File: src/rtl/amo_unit_pkg.sv
// Shared A-extension definitions for the AMO controller: op codes, FSM states
// and the load/store-stage <-> AMO unit interface structs.
package amo_unit_pkg;

  localparam int XLEN = 32;

  // Encodings 12..15 are not listed and fall through as NONE.
  typedef enum logic [3:0] {
    AMO_NONE = 4'd0,
    AMO_LR   = 4'd1,
    AMO_SC   = 4'd2,
    AMO_SWAP = 4'd3,
    AMO_ADD  = 4'd4,
    AMO_XOR  = 4'd5,
    AMO_AND  = 4'd6,
    AMO_OR   = 4'd7,
    AMO_MIN  = 4'd8,
    AMO_MAX  = 4'd9,
    AMO_MINU = 4'd10,
    AMO_MAXU = 4'd11
  } type_amo_ops_e;

  typedef enum logic [1:0] {
    AMO_IDLE = 2'd0,
    AMO_LD   = 2'd1,
    AMO_ST   = 2'd2,
    AMO_DONE = 2'd3
  } type_amo_states_e;

  typedef struct packed {
    type_amo_ops_e amo_ops;
    logic          is_amo;
    logic          amo_flush;
    logic          ack;
  } type_lsu2amo_ctrl_s;

  typedef struct packed {
    logic [XLEN-1:0] lsu_addr;
    logic [XLEN-1:0] rs2_operand;
    logic [XLEN-1:0] r_data;
  } type_lsu2amo_data_s;

  typedef struct packed {
    logic ld_req;
    logic st_req;
    logic rd_wr_req;
    logic amo_done;
  } type_amo2lsu_ctrl_s;

  typedef struct packed {
    logic [XLEN-1:0] w_data;
    logic [XLEN-1:0] amo_wrb_data;
  } type_amo2lsu_data_s;

  // True for the read-modify-write ops (SWAP through MAXU).
  function automatic logic is_rmw(type_amo_ops_e op);
    return (op >= AMO_SWAP) && (op <= AMO_MAXU);
  endfunction

endpackage

File: src/rtl/amo_alu.sv
// Combinational AMO arithmetic: combines the loaded word with rs2.
// Ties in MIN/MAX keep the loaded value.
module amo_alu
  import amo_unit_pkg::*;
(
  input  logic [XLEN-1:0] ld_q,
  input  logic [XLEN-1:0] rs2_operand,
  input  type_amo_ops_e   amo_ops,
  output logic [XLEN-1:0] result
);

  // Select the new memory value for the current op.
  always_comb begin
    result = ld_q;
    case (amo_ops)
      AMO_SWAP: result = rs2_operand;
      AMO_ADD:  result = ld_q + rs2_operand;
      AMO_XOR:  result = ld_q ^ rs2_operand;
      AMO_AND:  result = ld_q & rs2_operand;
      AMO_OR:   result = ld_q | rs2_operand;
      AMO_MIN:  result = ($signed(rs2_operand) < $signed(ld_q)) ? rs2_operand : ld_q;
      AMO_MAX:  result = ($signed(rs2_operand) > $signed(ld_q)) ? rs2_operand : ld_q;
      AMO_MINU: result = (rs2_operand < ld_q) ? rs2_operand : ld_q;
      AMO_MAXU: result = (rs2_operand > ld_q) ? rs2_operand : ld_q;
      default:  result = ld_q;
    endcase
  end

endmodule

File: src/rtl/amo_unit.sv
// AMO / LR / SC sequencer beside the load/store stage. Runs each request as a
// read-modify-write over the data bus and owns the LR/SC reservation.
//
//   state | meaning
//   IDLE  | waiting for is_amo; failed SC goes straight to DONE
//   LD    | ld_req held until ack; loaded word captured in ld_q
//   ST    | st_req held until ack; w_data is rs2 (SC) or the ALU result
//   DONE  | one-cycle amo_done / rd_wr_req with the writeback value
//
// Op code and operands are expected to stay stable while a request is active.
module amo_unit
  import amo_unit_pkg::*;
(
  input  logic               clk,
  input  logic               rst_n,
  input  type_lsu2amo_ctrl_s lsu2amo_ctrl_i,
  input  type_lsu2amo_data_s lsu2amo_data_i,
  output type_amo2lsu_ctrl_s amo2lsu_ctrl_o,
  output type_amo2lsu_data_s amo2lsu_data_o
);

  type_amo_states_e state_q;
  logic [XLEN-1:0]  ld_q;
  logic [XLEN-1:0]  wrb_q;
  logic             res_valid_q;
  logic [XLEN-3:0]  res_addr_q;
  logic [XLEN-1:0]  alu_result;
  logic             unused_addr_lsb;

  type_amo_ops_e    op;
  logic             flush;
  logic             ack;
  logic             res_hit;

  assign op      = lsu2amo_ctrl_i.amo_ops;
  assign flush   = lsu2amo_ctrl_i.amo_flush;
  assign ack     = lsu2amo_ctrl_i.ack;
  assign res_hit = res_valid_q && (res_addr_q == lsu2amo_data_i.lsu_addr[XLEN-1:2]);

  // Reservation is word granular, so the byte offset is not needed here.
  assign unused_addr_lsb = ^lsu2amo_data_i.lsu_addr[1:0];

  amo_alu u_amo_alu (
    .ld_q        (ld_q),
    .rs2_operand (lsu2amo_data_i.rs2_operand),
    .amo_ops     (op),
    .result      (alu_result)
  );

  // Sequencer state, load capture, writeback value and reservation.
  always_ff @(posedge clk) begin
    if (!rst_n) begin
      state_q     <= AMO_IDLE;
      ld_q        <= '0;
      wrb_q       <= '0;
      res_valid_q <= 1'b0;
      res_addr_q  <= '0;
    end else if (flush) begin
      state_q <= AMO_IDLE;
    end else begin
      case (state_q)
        AMO_IDLE: begin
          if (lsu2amo_ctrl_i.is_amo) begin
            if (op == AMO_LR || is_rmw(op)) begin
              state_q <= AMO_LD;
            end else if (op == AMO_SC) begin
              if (res_hit) begin
                state_q <= AMO_ST;
              end else begin
                wrb_q       <= {{(XLEN-1){1'b0}}, 1'b1};
                res_valid_q <= 1'b0;
                state_q     <= AMO_DONE;
              end
            end
          end
        end
        AMO_LD: begin
          if (ack) begin
            ld_q <= lsu2amo_data_i.r_data;
            if (op == AMO_LR) begin
              res_valid_q <= 1'b1;
              res_addr_q  <= lsu2amo_data_i.lsu_addr[XLEN-1:2];
              wrb_q       <= lsu2amo_data_i.r_data;
              state_q     <= AMO_DONE;
            end else begin
              state_q <= AMO_ST;
            end
          end
        end
        AMO_ST: begin
          if (ack) begin
            if (op == AMO_SC) begin
              wrb_q       <= '0;
              res_valid_q <= 1'b0;
            end else begin
              wrb_q <= ld_q;
            end
            state_q <= AMO_DONE;
          end
        end
        default: state_q <= AMO_IDLE;
      endcase
    end
  end

  // Moore request decode, with flush killing every request in the same cycle.
  always_comb begin
    amo2lsu_ctrl_o = '0;
    amo2lsu_data_o = '0;
    case (state_q)
      AMO_LD: amo2lsu_ctrl_o.ld_req = !flush;
      AMO_ST: begin
        amo2lsu_ctrl_o.st_req = !flush;
        amo2lsu_data_o.w_data = (op == AMO_SC) ? lsu2amo_data_i.rs2_operand : alu_result;
      end
      AMO_DONE: begin
        amo2lsu_ctrl_o.rd_wr_req   = !flush;
        amo2lsu_ctrl_o.amo_done    = !flush;
        amo2lsu_data_o.amo_wrb_data = wrb_q;
      end
      default: ;
    endcase
  end

endmodule
File: config.mk
export PLATFORM = sky130hd
export DESIGN_NAME = amo_unit
export DESIGN_NICKNAME = d
export VERILOG_FILES = /design/src/rtl/amo_unit_pkg.sv /design/src/rtl/amo_alu.sv /design/src/rtl/amo_unit.sv
export SDC_FILE = /design/constraint.sdc
export NUM_CORES = 1
export LEC_CHECK = 0
export CELL_PAD_IN_SITES_DETAIL_PLACEMENT = 0
export CELL_PAD_IN_SITES_GLOBAL_PLACEMENT = 1
export CORE_UTILIZATION = 35
export DETAILED_ROUTE_END_ITERATION = 12
export PLACE_DENSITY_LB_ADDON = 0.12
export SLEW_MARGIN = 20
export SYNTH_ARGS = -nofsm -noshare
export SYNTH_HDL_FRONTEND = slang
export SYNTH_SLANG_ARGS = --single-unit
File: constraint.sdc
create_clock -name clk -period 3.4 [get_ports clk]
set_input_delay 0.34 -clock clk [delete_from_list [all_inputs] [get_ports clk]]
set_output_delay 0.34 -clock clk [all_outputs]
set_load 0.005 [all_outputs]
==> results.md, run 1 <==
* Outcome: complete, but fails checks
* Failing checks: setup timing
* Count of cell types in the netlist at 83
* Drt via density at roughly 5.3
* Worst slew margin at a little under three fifths
* Leakage at approximately 0.0062 uW
* DRC violations left at 0
* Critical path arrival at ~3700 ps
* Clock period minus worst slack at ~4000 ps
* Max Cap Viol at 0
* Layout cells sized above 1 at about a third
* Crit Path Max Fanout at 5
* CTS Buffer Depth at 2
* H-tree Lvls at 3
* P&R area growth vs syn at 59.4%
* Die H at 169 um
* Core area at approximately 27,000 sq um
* Routability congestion estimate at 0.957
* Fin crit share at 117%
* Vias in the first global route at ~12,000
* Crit path kind: reg2out
* Post-DP Area at approximately 14,000 sq um
* Top post-synthesis cells by count: nand2_1 (234), a21oi_1 (159), o21ai_0 (102)
* Post-synthesis simple-gate area fraction at between 20% and 30%
* Clk_skew at 14.8 ps
* HPWL Detailed at between 30,000 and 40,000 um
* Worst path slowest cell: or3b_4
* Layout Cells excl Fill at 2,178
* Critical Path, Cell by Cell: inv_1 -> ha_4 -> nor4_4 -> and4_4 -> or3b_4 -> and3_4 -> a32oi_4 -> nand3_4 -> buf_12 -> a31o_4 -> a221oi_2 -> o21ai_1 -> buf_2
* Count leader, synth: nand2_1
* Post-synthesis xor/xnor area fraction at 5.22%
* TritonCTS clock tree: built
* Initial DRT Pass Iterations at 5
* Post-Synth Adder-Cell Area at about an eighth
* CTS root buffer: clkbuf_16
* Num CTS Buffers at 9
* Syn Area/Cell at 7.09 sq um
* Mux share of post-synthesis cell area at less than 1%
* Grt total ovfl at 0
* Antenna violations before repair at 1
* Pins Over Slew Limit at 0
* Worst-path clk slew at 80 ps
* Async S/R FF share, synth at 0%
* Final instance area at roughly 16,000 sq um
* Routed wire per std cell at 20.2 um
* Drt total wl at between 40,000 and 50,000 um
* Nets at around 2,000
* Post-synth EDFFs at 0
* Pwr/cell area at approximately 230 nW/um^2
* Cells after DPL at between 2,000 and 2,500
* Synth top area cells: dfxtp_1 (20%), ha_1 (13%), nand2_1 (9.0%)
* Maximum vdd drop at 196 uV
* Critical path endpoint category: primary output
* Yosys warning total at 0
* Leading register cell type out of synthesis: dfxtp_1
* Initial Util at about 36%
* Ant. Diodes at 0
* Slowest stage delay, CP at just under 400 ps
* Seq/Total Area, Yosys at between 10% and 20%
* Largest family of logic cells by synthesized area: compound AO/OA/AOI/OAI gates
* Port Buffers at between 150 and 200
* Critical path data required time at 3060 ps
* Hold slack final at between 400 and 500 ps
* Worst slew pin tran at approximately 670 ps
* Post-route ant nets at 0
* Worst setup margin at -594 ps
* Final Hold Fails at 0
* Largest net degree at the start of global routing at just over 70
* Hold Crit Class: reg2reg
* Syn_nets at about 1,600
* First-pass GRT wire length at about 67,000 um
* Via Count at approximately 12,000
* GRT Total Usage at 30.7%
* Clock sinks at 97
* Cell Area, Synth at ~9700 sq um
* Post-synth top area cell: dfxtp_1
* Mapped Cells at ~1,400
* Setup Viol. Count Final at 32
* Complex-gate fraction of the synthesized area at 28.9%
* FF+latch count, synth at 97
* DRT iter0 DRCs at 708
* Die area at between 20,000 and 30,000 sq um
* Achievable Freq at between 200 and 300 MHz
* Synth top area share at 20.0%
* CP startpoint kind: flip-flop
* Std cell rows at 60
* RSZ-0062 raised after global routing: true
* Clock Latency Late Sink at 360 ps
* Num ports at ~170
* Die width at 169 um
metrics by stage:
| stage | util, % | setup WS (ps) | total power [uW] | setup TNS (ps) |
|---|---|---|---|---|
| 6_report | 57.2 | -594 | 3530 | -15760 |
| 3_5_place_dp | 51.4 | -1380 | 2220 | -40650 |
| 4_1_cts | 56.3 | -660 | 3510 | -18390 |
| 3_3_place_gp | 51.4 | -1390 | 2220 | -41280 |
| 5_1_grt | 57.2 | -699 | 3690 | -18720 |
| 2_1_floorplan | - | 104 | 1640 | 0 |
power breakdown:
part | switching [uW] | internal (uW) | leakage [uW] | total (uW)
sequential | 6.30 | 1140 | 0.000793 | 1150
clock | 544 | 582 | 0.000142 | 1130
combinational | 650 | 607 | 0.00528 | 1260
cell usage in the layout, fill, tap and decap left out, drive strengths merged, types with 48 or more instances in the layout:
master	instances
a21oi	159
buf	366
clkdlybuf4s50	108
dfxtp	97
ha	101
inv	90
nand2	234
nand3	48
nor2	55
o21ai	117
logic make-up after synthesis:
group           count (synthesis)
mux                             5
buf+inv                       180
simple gates                  490
fa+ha+maj                     102
compound gates                439
xor+xnor                       58
flops                          97
flip-flops by register name, indices dropped and copies added, names as in the netlist:
register,count
ld_q,32
res_addr_q,30
state_q,2
res_valid_q,1
wrb_q,32
final timing paths:
check	startpoint	to	slack [ps]	depth (start not counted)
min	res_addr_q[29]$_SDFFE_PN0P_	res_addr_q[29]$_SDFFE_PN0P_	470	2
min reg2reg	res_addr_q[29]$_SDFFE_PN0P_	res_addr_q[29]$_SDFFE_PN0P_	470	2
max reg2reg	state_q[1]$_SDFFE_PP0P_	res_addr_q[21]$_SDFFE_PN0P_	950	9
max	ld_q[26]$_SDFFE_PN0P_	amo2lsu_data_o[62]	-590	13
critical path: cells and delay by family, from the launching register on:
kind,cells,cell delay (ps)
fa+ha+maj,1,240
buf+inv,3,430
simple gates,5,1440
flops,1,320
compound gates,4,860
routing by layer:
layer	wire, um	GRT usage, %	vias to the layer above
met4	2230	15.0	0
met5	0	0	-
li1	-	-	5645
met3	1510	3.55	92
met2	21200	53.3	298
met1	19200	37.5	5487
area by class of cell:
class / count / area (sq um)
fill: 2689 / 11600
multi-input combinational: 1094 / 8040
timing repair buffer: 513 / 4380
sequential: 97 / 1970
tap: 372 / 465
inverter: 87 / 337
clock buffer: 9 / 225
clock inverter: 6 / 76.3
repair_timing:
action,in CTS,in global routing
pin swaps,91,53
gates resized for setup,310,86
hold buffers,0,0
setup buffers,36,7
endpoints found under the setup margin,32,32
(Power assumes the default switching activity.)
==> inputs of run 2 (changes only) <==
- CTS_CLUSTER_DIAMETER: default -> 200
==> results of run 2 <==
Same layout as run 1: the final DEF is identical, and so are final timing and power.
